$ cat config.mk
export PLATFORM = sky130hd
export DESIGN_NAME = round_pipe_flat
export DESIGN_NICKNAME = d
export VERILOG_FILES = /design/src/rtl/round_pipe_if.sv /design/src/rtl/round_pipe.sv /design/src/flat_wrapper.sv
export SDC_FILE = /design/constraint.sdc
export NUM_CORES = 1
export LEC_CHECK = 0
export CAP_MARGIN = 10
export CORE_MARGIN = 2
export CORE_UTILIZATION = 46
export DETAILED_ROUTE_END_ITERATION = 6
export GPL_TIMING_DRIVEN = 0
export PLACE_DENSITY = 0.73
export REMOVE_ABC_BUFFERS = 1
export SLEW_MARGIN = 30
export SYNTH_ARGS = -nofsm -noshare
export SYNTH_HDL_FRONTEND = slang
export SYNTH_SLANG_ARGS = --single-unit
export TNS_END_PERCENT = 30
$ cat constraint.sdc
create_clock -name clk -period 2 [get_ports clk]
set_input_delay 0.4 -clock clk [delete_from_list [all_inputs] [get_ports clk]]
set_output_delay 0.4 -clock clk [all_outputs]
set_load 0.03 [all_outputs]
$ cat src/rtl/round_pipe_if.sv
// Handshake/bus bundle for round_pipe: upstream operand channel plus downstream result channel.
interface round_pipe_if #(
   parameter int unsigned MW = 24,
   parameter int unsigned GW = 3,
   parameter int unsigned EW = 8
) ();
   logic                in_valid;
   logic                in_ready;
   logic                in_sign;
   logic [EW-1:0]       in_exp;
   logic [MW+GW-1:0]    in_sig;
   logic [2:0]          in_rm;

   logic                out_valid;
   logic                out_ready;
   logic                out_sign;
   logic [EW-1:0]       out_exp;
   logic [MW-1:0]       out_sig;
   logic                out_nx;
   logic                out_of;
   logic                out_rm_inv;

   modport master (
      output in_valid, in_sign, in_exp, in_sig, in_rm, out_ready,
      input  in_ready, out_valid, out_sign, out_exp, out_sig, out_nx, out_of, out_rm_inv
   );

   modport slave (
      input  in_valid, in_sign, in_exp, in_sig, in_rm, out_ready,
      output in_ready, out_valid, out_sign, out_exp, out_sig, out_nx, out_of, out_rm_inv
   );
endinterface

$ cat src/rtl/round_pipe.sv
// Two-stage floating-point significand rounder with valid/ready flow control.
// Define ROUND_PIPE_DIRECTED_EN to enable RDN/RUP/RMM; otherwise they fall back to RNE flagged invalid.
module round_pipe #(
   parameter int unsigned MW = 24,
   parameter int unsigned GW = 3,
   parameter int unsigned EW = 8
) (
   input  logic       clk,
   input  logic       rst_n,
   round_pipe_if.slave bus
);
   typedef enum logic [2:0] {
      RM_RNE = 3'b000,
      RM_RTZ = 3'b001,
      RM_RDN = 3'b010,
      RM_RUP = 3'b011,
      RM_RMM = 3'b100
   } rm_e;

   localparam logic [EW-1:0] EXP_ALL1 = {EW{1'b1}};
   localparam logic [EW-1:0] EXP_TOP  = {{(EW-1){1'b1}}, 1'b0};

   // stage 1: captured operand plus rounding decision
   logic          s1_valid_q, s1_valid_d;
   logic          s1_sign_q, s1_sign_d;
   logic [EW-1:0] s1_exp_q, s1_exp_d;
   logic [MW-1:0] s1_sig_q, s1_sig_d;
   logic          s1_inc_q, s1_inc_d;
   logic          s1_nx_q, s1_nx_d;
   logic          s1_inv_q, s1_inv_d;
   logic          s1_inf_q, s1_inf_d;
   logic          s1_trunc_q, s1_trunc_d;
   logic          s1_special_q, s1_special_d;

   // stage 2: result register driving the outputs
   logic          out_valid_q, out_valid_d;
   logic          out_sign_q, out_sign_d;
   logic [EW-1:0] out_exp_q, out_exp_d;
   logic [MW-1:0] out_sig_q, out_sig_d;
   logic          out_nx_q, out_nx_d;
   logic          out_of_q, out_of_d;
   logic          out_inv_q, out_inv_d;

   rm_e           mode_c;
   logic          rm_inv_c, inc_c, inf_c, lsb_c, g_c, s_c, nx_c, trunc_c, special_c;
   logic [MW-1:0] sig_hi_c;
   logic [MW:0]   sum_c;
   logic [EW-1:0] exp_inc_c;
   logic          s2_free_c, s1_adv_c, in_ready_c, accept_c;

   // rounding-mode decode and round-up decision on the incoming operand
   always_comb begin
      sig_hi_c  = bus.in_sig[MW+GW-1:GW];
      lsb_c     = bus.in_sig[GW];
      g_c       = bus.in_sig[GW-1];
      s_c       = |bus.in_sig[GW-2:0];
      nx_c      = g_c | s_c;
      mode_c    = RM_RNE;
      rm_inv_c  = 1'b0;
      inc_c     = 1'b0;
      inf_c     = 1'b1;
      case (bus.in_rm)
         3'b000:  mode_c = RM_RNE;
         3'b001:  mode_c = RM_RTZ;
`ifdef ROUND_PIPE_DIRECTED_EN
         3'b010:  mode_c = RM_RDN;
         3'b011:  mode_c = RM_RUP;
         3'b100:  mode_c = RM_RMM;
`endif
         default: rm_inv_c = 1'b1;
      endcase
      case (mode_c)
         RM_RNE:  inc_c = g_c & (s_c | lsb_c);
         RM_RTZ:  inf_c = 1'b0;
         RM_RDN:  begin inc_c = bus.in_sign & nx_c;  inf_c = bus.in_sign;  end
         RM_RUP:  begin inc_c = !bus.in_sign & nx_c; inf_c = !bus.in_sign; end
         RM_RMM:  inc_c = g_c;
         default: inc_c = 1'b0;
      endcase
      special_c = (bus.in_exp == EXP_ALL1);
      // largest finite magnitude truncated by a mode that rounds toward zero still overflows
      trunc_c   = nx_c && !inc_c && !inf_c && (bus.in_exp == EXP_TOP) && (&sig_hi_c);
   end

   // pipeline advance: a stage moves when its successor is empty or draining
   always_comb begin
      s2_free_c  = !out_valid_q || bus.out_ready;
      s1_adv_c   = s1_valid_q && s2_free_c;
      in_ready_c = !s1_valid_q || s1_adv_c;
      accept_c   = bus.in_valid && in_ready_c;
      sum_c      = {1'b0, s1_sig_q} + (MW+1)'(s1_inc_q);
      exp_inc_c  = s1_exp_q + EW'(1);
   end

   always_comb begin
      s1_valid_d   = s1_valid_q;
      s1_sign_d    = s1_sign_q;
      s1_exp_d     = s1_exp_q;
      s1_sig_d     = s1_sig_q;
      s1_inc_d     = s1_inc_q;
      s1_nx_d      = s1_nx_q;
      s1_inv_d     = s1_inv_q;
      s1_inf_d     = s1_inf_q;
      s1_trunc_d   = s1_trunc_q;
      s1_special_d = s1_special_q;
      out_valid_d  = out_valid_q;
      out_sign_d   = out_sign_q;
      out_exp_d    = out_exp_q;
      out_sig_d    = out_sig_q;
      out_nx_d     = out_nx_q;
      out_of_d     = out_of_q;
      out_inv_d    = out_inv_q;

      if (accept_c) begin
         s1_valid_d   = 1'b1;
         s1_sign_d    = bus.in_sign;
         s1_exp_d     = bus.in_exp;
         s1_sig_d     = sig_hi_c;
         s1_inc_d     = inc_c;
         s1_nx_d      = nx_c;
         s1_inv_d     = rm_inv_c;
         s1_inf_d     = inf_c;
         s1_trunc_d   = trunc_c;
         s1_special_d = special_c;
      end else if (s1_adv_c) begin
         s1_valid_d   = 1'b0;
      end

      if (s1_adv_c) begin
         out_valid_d = 1'b1;
         out_sign_d  = s1_sign_q;
         out_inv_d   = s1_inv_q;
         out_exp_d   = s1_exp_q;
         out_sig_d   = sum_c[MW-1:0];
         out_nx_d    = s1_nx_q;
         out_of_d    = 1'b0;
         if (s1_special_q) begin
            out_sig_d = s1_sig_q;
            out_nx_d  = 1'b0;
         end else if (sum_c[MW] && (exp_inc_c == EXP_ALL1)) begin
            out_of_d  = 1'b1;
            out_nx_d  = 1'b1;
            out_exp_d = s1_inf_q ? EXP_ALL1 : EXP_TOP;
            out_sig_d = s1_inf_q ? '0 : '1;
         end else if (sum_c[MW]) begin
            out_exp_d = exp_inc_c;
            out_sig_d = {1'b1, {(MW-1){1'b0}}};
         end else if (s1_trunc_q) begin
            out_of_d  = 1'b1;
            out_nx_d  = 1'b1;
            out_exp_d = EXP_TOP;
            out_sig_d = '1;
         end
      end else if (bus.out_ready) begin
         out_valid_d = 1'b0;
      end
   end

   always_ff @(posedge clk) begin
      if (!rst_n) begin
         s1_valid_q   <= 1'b0;
         s1_sign_q    <= 1'b0;
         s1_exp_q     <= '0;
         s1_sig_q     <= '0;
         s1_inc_q     <= 1'b0;
         s1_nx_q      <= 1'b0;
         s1_inv_q     <= 1'b0;
         s1_inf_q     <= 1'b0;
         s1_trunc_q   <= 1'b0;
         s1_special_q <= 1'b0;
         out_valid_q  <= 1'b0;
         out_sign_q   <= 1'b0;
         out_exp_q    <= '0;
         out_sig_q    <= '0;
         out_nx_q     <= 1'b0;
         out_of_q     <= 1'b0;
         out_inv_q    <= 1'b0;
      end else begin
         s1_valid_q   <= s1_valid_d;
         s1_sign_q    <= s1_sign_d;
         s1_exp_q     <= s1_exp_d;
         s1_sig_q     <= s1_sig_d;
         s1_inc_q     <= s1_inc_d;
         s1_nx_q      <= s1_nx_d;
         s1_inv_q     <= s1_inv_d;
         s1_inf_q     <= s1_inf_d;
         s1_trunc_q   <= s1_trunc_d;
         s1_special_q <= s1_special_d;
         out_valid_q  <= out_valid_d;
         out_sign_q   <= out_sign_d;
         out_exp_q    <= out_exp_d;
         out_sig_q    <= out_sig_d;
         out_nx_q     <= out_nx_d;
         out_of_q     <= out_of_d;
         out_inv_q    <= out_inv_d;
      end
   end

   assign bus.in_ready   = in_ready_c;
   assign bus.out_valid  = out_valid_q;
   assign bus.out_sign   = out_sign_q;
   assign bus.out_exp    = out_exp_q;
   assign bus.out_sig    = out_sig_q;
   assign bus.out_nx     = out_nx_q;
   assign bus.out_of     = out_of_q;
   assign bus.out_rm_inv = out_inv_q;
endmodule

$ cat src/flat_wrapper.sv
// flat-port wrapper written by rule: the top's interface ports become plain ports
module round_pipe_flat 
#(
   parameter int unsigned MW = 24,
   parameter int unsigned GW = 3,
   parameter int unsigned EW = 8
)
  (clk, rst_n, bus_in_valid, bus_in_sign, bus_in_exp, bus_in_sig, bus_in_rm, bus_out_ready, bus_in_ready, bus_out_valid, bus_out_sign, bus_out_exp, bus_out_sig, bus_out_nx, bus_out_of, bus_out_rm_inv);
  round_pipe_if #(.MW(MW), .GW(GW), .EW(EW)) bus_i ();
  input  logic clk;
  input  logic rst_n;
  input wire logic [$bits(bus_i.in_valid)-1:0] bus_in_valid;
  input wire logic [$bits(bus_i.in_sign)-1:0] bus_in_sign;
  input wire logic [$bits(bus_i.in_exp)-1:0] bus_in_exp;
  input wire logic [$bits(bus_i.in_sig)-1:0] bus_in_sig;
  input wire logic [$bits(bus_i.in_rm)-1:0] bus_in_rm;
  input wire logic [$bits(bus_i.out_ready)-1:0] bus_out_ready;
  output wire logic [$bits(bus_i.in_ready)-1:0] bus_in_ready;
  output wire logic [$bits(bus_i.out_valid)-1:0] bus_out_valid;
  output wire logic [$bits(bus_i.out_sign)-1:0] bus_out_sign;
  output wire logic [$bits(bus_i.out_exp)-1:0] bus_out_exp;
  output wire logic [$bits(bus_i.out_sig)-1:0] bus_out_sig;
  output wire logic [$bits(bus_i.out_nx)-1:0] bus_out_nx;
  output wire logic [$bits(bus_i.out_of)-1:0] bus_out_of;
  output wire logic [$bits(bus_i.out_rm_inv)-1:0] bus_out_rm_inv;
  assign bus_i.in_valid = bus_in_valid;
  assign bus_i.in_sign = bus_in_sign;
  assign bus_i.in_exp = bus_in_exp;
  assign bus_i.in_sig = bus_in_sig;
  assign bus_i.in_rm = bus_in_rm;
  assign bus_i.out_ready = bus_out_ready;
  assign bus_in_ready = bus_i.in_ready;
  assign bus_out_valid = bus_i.out_valid;
  assign bus_out_sign = bus_i.out_sign;
  assign bus_out_exp = bus_i.out_exp;
  assign bus_out_sig = bus_i.out_sig;
  assign bus_out_nx = bus_i.out_nx;
  assign bus_out_of = bus_i.out_of;
  assign bus_out_rm_inv = bus_i.out_rm_inv;
  round_pipe #(.MW(MW), .GW(GW), .EW(EW)) u_core (.clk(clk), .rst_n(rst_n), .bus(bus_i));
endmodule
==> summary.md <==
| Metric | Value |
|---|---|
| Number of placement rows | 33 |
| Gate Count Post-Synth | 524 |
| Count of final setup violators | 2 |
| Area share of the leading cell type in the synthesized netlist | 39.50% |
| Sum of buffers and inverters on the critical path | 1 |
| Antenna-violating nets left | 0 |
| Violated checks | negative setup slack |
| Average footprint of a synthesized cell | 7.448 sq um |
| Number of cells on the worst hold path | 2 |
| Arrival time at the worst endpoint | 2.25 ns |
| Routed vias/inst | 5.859 |
| Cell at the slowest stage of the critical path | sky130_fd_sc_hd__dfxtp_2 |
| Yosys warning total | 0 |
| Drt total wl | 12540 microns |
| Library cell occupying the most area in the post-synthesis netlist | sky130_fd_sc_hd__dfxtp_1 |
| Required time at the endpoint of the critical path | 2.24 ns |
| Floorplan Core Area | 8217 sq um |
| Number of global-route vias before repair | 3635 |
| Clock-pin slew on the worst setup and hold paths | 0.08 ns |
| Number of vias in the routed layout | 4207 |
| Initial standard-cell utilization of the core | 47.50% |
| Post-synthesis register bit count | 77 |
| H-tree levels | 3 |
| MaxCap Viol Count | 0 |
| Async set-reset flop share out of synthesis | 0% |
| Library cell with the highest instance count after synthesis | sky130_fd_sc_hd__nand2_1 |
| Area post-placement | 4746 sq um |
| Final Wtd Congestion | 0.9204 |
| CTS Buf Count | 9 |
| Slew of the pin with the lowest slew margin | 0.5966 ns |
| Detail Placement HPWL | 8438 microns |
| Worst flop-to-flop path startpoint | u_core.s1_inc_q$_SDFFE_PN0P_ |
| Number of DRC violations after detailed-routing iteration 0 | 254 |
| Critical setup path kind | reg -> reg |
| Layout cells sized above 1 | 19.41% |
| Die span in y | 96.11 microns |
| Part of the cycle the worst path needs | 100.5% |
| Cell repeated most along the worst path | sky130_fd_sc_hd__ha_4 |
| Post-synth top cells | 128 x sky130_fd_sc_hd__nand2_1, 77 x sky130_fd_sc_hd__dfxtp_1, 63 x sky130_fd_sc_hd__a21oi_1 |
| Final Power | 3.187 mW |
| Kind of end point of the critical path | register |
| Crit Reg-Reg Endpoint | u_core.bus.out_sig[15]$_SDFFE_PN0P_ |
| Final hold slack | 0.4529 ns |
| Hold wc startpoint | u_core.bus.out_exp[5]$_SDFFE_PN0P_ |
| Overall overflow remaining after global route | 0 |
| Timing-limited maximum frequency | 497.5 MHz |
| Power density over the cells | 585.5 nW/um^2 |
| Antenna Cells | 0 |
| Num ports | 81 |
| Post-layout instance area | 5443 sq um |
| Number of hold-slack violations in the final timing report | 0 |
| Global-route wire length before repair | 19240 microns |
| Antenna violations before repair | 0 |
| Max-slew violation total from the final report | 0 |
| Leakage power total | 1.923 nW |
| Critical-path maximum fanout | 7 |
| FF-to-FF setup slack | -0.01 ns |
| Final worst slack | -0.009877 ns |
| Final min period | 2.010 ns |
| Leading cell types by total area after synthesis | sky130_fd_sc_hd__dfxtp_1 39%, sky130_fd_sc_hd__nand2_1 12%, sky130_fd_sc_hd__a21oi_1 8.1%, sky130_fd_sc_hd__o21ai_0 3.3%, sky130_fd_sc_hd__nor2_1 3.0% |
| Global router's overall resource usage | 27.59% |
| Iteration count of the initial detailed-routing pass | 5 |
| List of cells traversed by the critical path | ha_4 > ha_4 > and4_4 > and2_4 > nand3_4 > o31ai_4 > buf_6 > a311oi_1 > o41ai_1 |
| Pin count of the biggest net entering global routing | 54 |
| Sequential-to-total area share from yosys stat | 39.50% |
| Post-placement setup slack | -1.516 ns |
| Later-pin clock latency in the skew report | 0.35 ns |
| Type of the tightest min-delay check | reg -> reg |
| Relative max-transition margin | 60.13% |
| Primary FF master, synth | sky130_fd_sc_hd__dfxtp_1 |
| Horizontal extent of the die | 96.11 microns |
| Sinks on Clock Net | 77 |
| DRC violation count after routing | 0 |
| Status | finished with violations |
| Number of hold buffers added after cts | 0 |
| Die outline area | 9236 sq um |
| Element type at the critical path start | register |
| Number of nets at the end of the flow | 655 |
| EDFF count, synth | 0 |
| Setup crit start | u_core.s1_inc_q$_SDFFE_PN0P_ |
| Top delay family on crit path | compound AO/OA/AOI/OAI gates |
| Unrepaired setup endpoints after global routing | true |
| Final sum of negative setup slack | -0.01184 ns |
| Cell area after synthesis | 3902 sq um |
| Synth unique cells | 62 |
| Area grow syn2layout | 39.47% |
| Post-detailed-route wirelength per cell | 17.46 microns |
| Count of buffers inserted at the top-level ports | 80 |
| Number of buffers between clock root and the deepest sink | 2 |
| Max IR drop VDD | 0.0004970 V |
| Worst Skew | 0.007136 ns |
| CTS tree | yes |
| Largest stage delay on the critical path | 0.36 ns |
| Worst-case hold path end point | u_core.bus.out_exp[5]$_SDFFE_PN0P_ |
| FF-to-FF path depth | 9 |
| Clk Tree Root Cell | sky130_fd_sc_hd__clkbuf_8 |
## layout by cell type (no fill, tap or decap), types with 3 or more instances in the layout
cell                              synthesis  routed
sky130_fd_sc_hd__ha_4                     0       3
sky130_fd_sc_hd__nor3_4                   1       4
sky130_fd_sc_hd__dfxtp_1                 77      54
sky130_fd_sc_hd__nand4_1                 13      13
sky130_fd_sc_hd__o22ai_1                  4       4
sky130_fd_sc_hd__o21ai_0                 26      23
sky130_fd_sc_hd__a211oi_1                 5       4
sky130_fd_sc_hd__dfxtp_4                  0      17
sky130_fd_sc_hd__inv_1                    5       4
sky130_fd_sc_hd__a21oi_1                 63      60
sky130_fd_sc_hd__a21oi_2                  2       4
sky130_fd_sc_hd__nor4_1                   5       3
sky130_fd_sc_hd__nand2_1                128     123
sky130_fd_sc_hd__xnor2_1                  5       5
sky130_fd_sc_hd__nand3_1                 17      16
sky130_fd_sc_hd__dfxtp_2                  0       6
sky130_fd_sc_hd__nor2_1                  31      28
sky130_fd_sc_hd__a311oi_1                 3       3
sky130_fd_sc_hd__o31ai_1                  7       6
sky130_fd_sc_hd__and3_1                  11       8
sky130_fd_sc_hd__buf_6                    1       4
sky130_fd_sc_hd__o21ai_1                  9      11
sky130_fd_sc_hd__clkdlybuf4s50_1          0      78
sky130_fd_sc_hd__buf_4                    0      24
sky130_fd_sc_hd__o221ai_1                 4       4
sky130_fd_sc_hd__nor3_1                  17      15
sky130_fd_sc_hd__nor2_4                   0       3
sky130_fd_sc_hd__clkbuf_8                 0       9
sky130_fd_sc_hd__clkinv_2                 0       4
sky130_fd_sc_hd__and4_1                   4       3
sky130_fd_sc_hd__nand2_2                  0       3
## where the power goes
part | total [mW] | leakage [nW] | internal (mW) | switching (mW)
Clock | 1.04 | 0.0902 | 0.449 | 0.593
Combinational | 0.457 | 1.19 | 0.213 | 0.244
Sequential | 1.69 | 0.644 | 1.59 | 0.0930
Total | 3.19 | 1.92 | 2.26 | 0.931
## registers in the layout (all words and copies together), names as in the netlist, 8 cells and up
signal              flops
u_core.bus.out_sig     24
u_core.s1_sig_q        24
u_core.bus.out_exp      8
u_core.s1_exp_q         8
## cell families after synthesis
group	after synthesis	synth area share (%)
flops	77	39.50
simple gates	247	29.85
fa+ha+maj	4	1.283
compound gates	145	23.08
xor+xnor	5	1.122
mux	2	0.5130
buf+inv	44	4.649
## per-layer routing
layer	global-route usage [%]	part of all wire [%]	routed length, microns
met5	0	0	0
met4	8.810	1.8	227
met3	4.464	7.4	928
met2	41.67	45	5653
met1	40.03	46	5728
## repair_timing
item | in CTS | in global routing
pin swaps | 11 | 12
buffers inserted | 16 | 12
endpoints found under the setup margin | 37 | 26
gates resized for setup | 62 | 39
gates cloned | 1 | 0
## area by class of cell
class,count,area (sq um)
inverter,6,38.79
multi-input combinational,403,2420
clock inverter,6,37.54
fill,723,2774
timing repair inverter,1,5.005
clock buffer,10,127.6
timing repair buffer,110,1070
sequential,77,1613
tap,105,131.4
## per-stage QoR
step,util (%),cells
finish,66.24,718
global route,66.24,718
CTS,63.45,706
detailed placement,57.76,673
global placement,56.91,671
floorplan,-,486
## worst max-delay path by stage
stage	to	slack, ns	cells after the start
2_1_floorplan	u_core.bus.out_sig[15]$_SDFFE_PN0P_	-0.79	4
3_3_place_gp	u_core.bus.out_sig[15]$_SDFFE_PN0P_	-3.41	5
3_5_place_dp	u_core.bus.out_sig[15]$_SDFFE_PN0P_	-1.52	6
4_1_cts	u_core.s1_trunc_q$_SDFFE_PN0P_	-0.03	7
5_1_grt	u_core.bus.out_exp[4]$_SDFFE_PN0P_	-0.09	9
6_report	u_core.bus.out_sig[15]$_SDFFE_PN0P_	-0.01	9
## tightest hold or removal path: cells and delay by family, from the launching register on
kind	cells	cell delay (ns)
AND/OR/NAND/NOR	2	0.09
flip-flops	1	0.33
(Power assumes the default switching activity.)
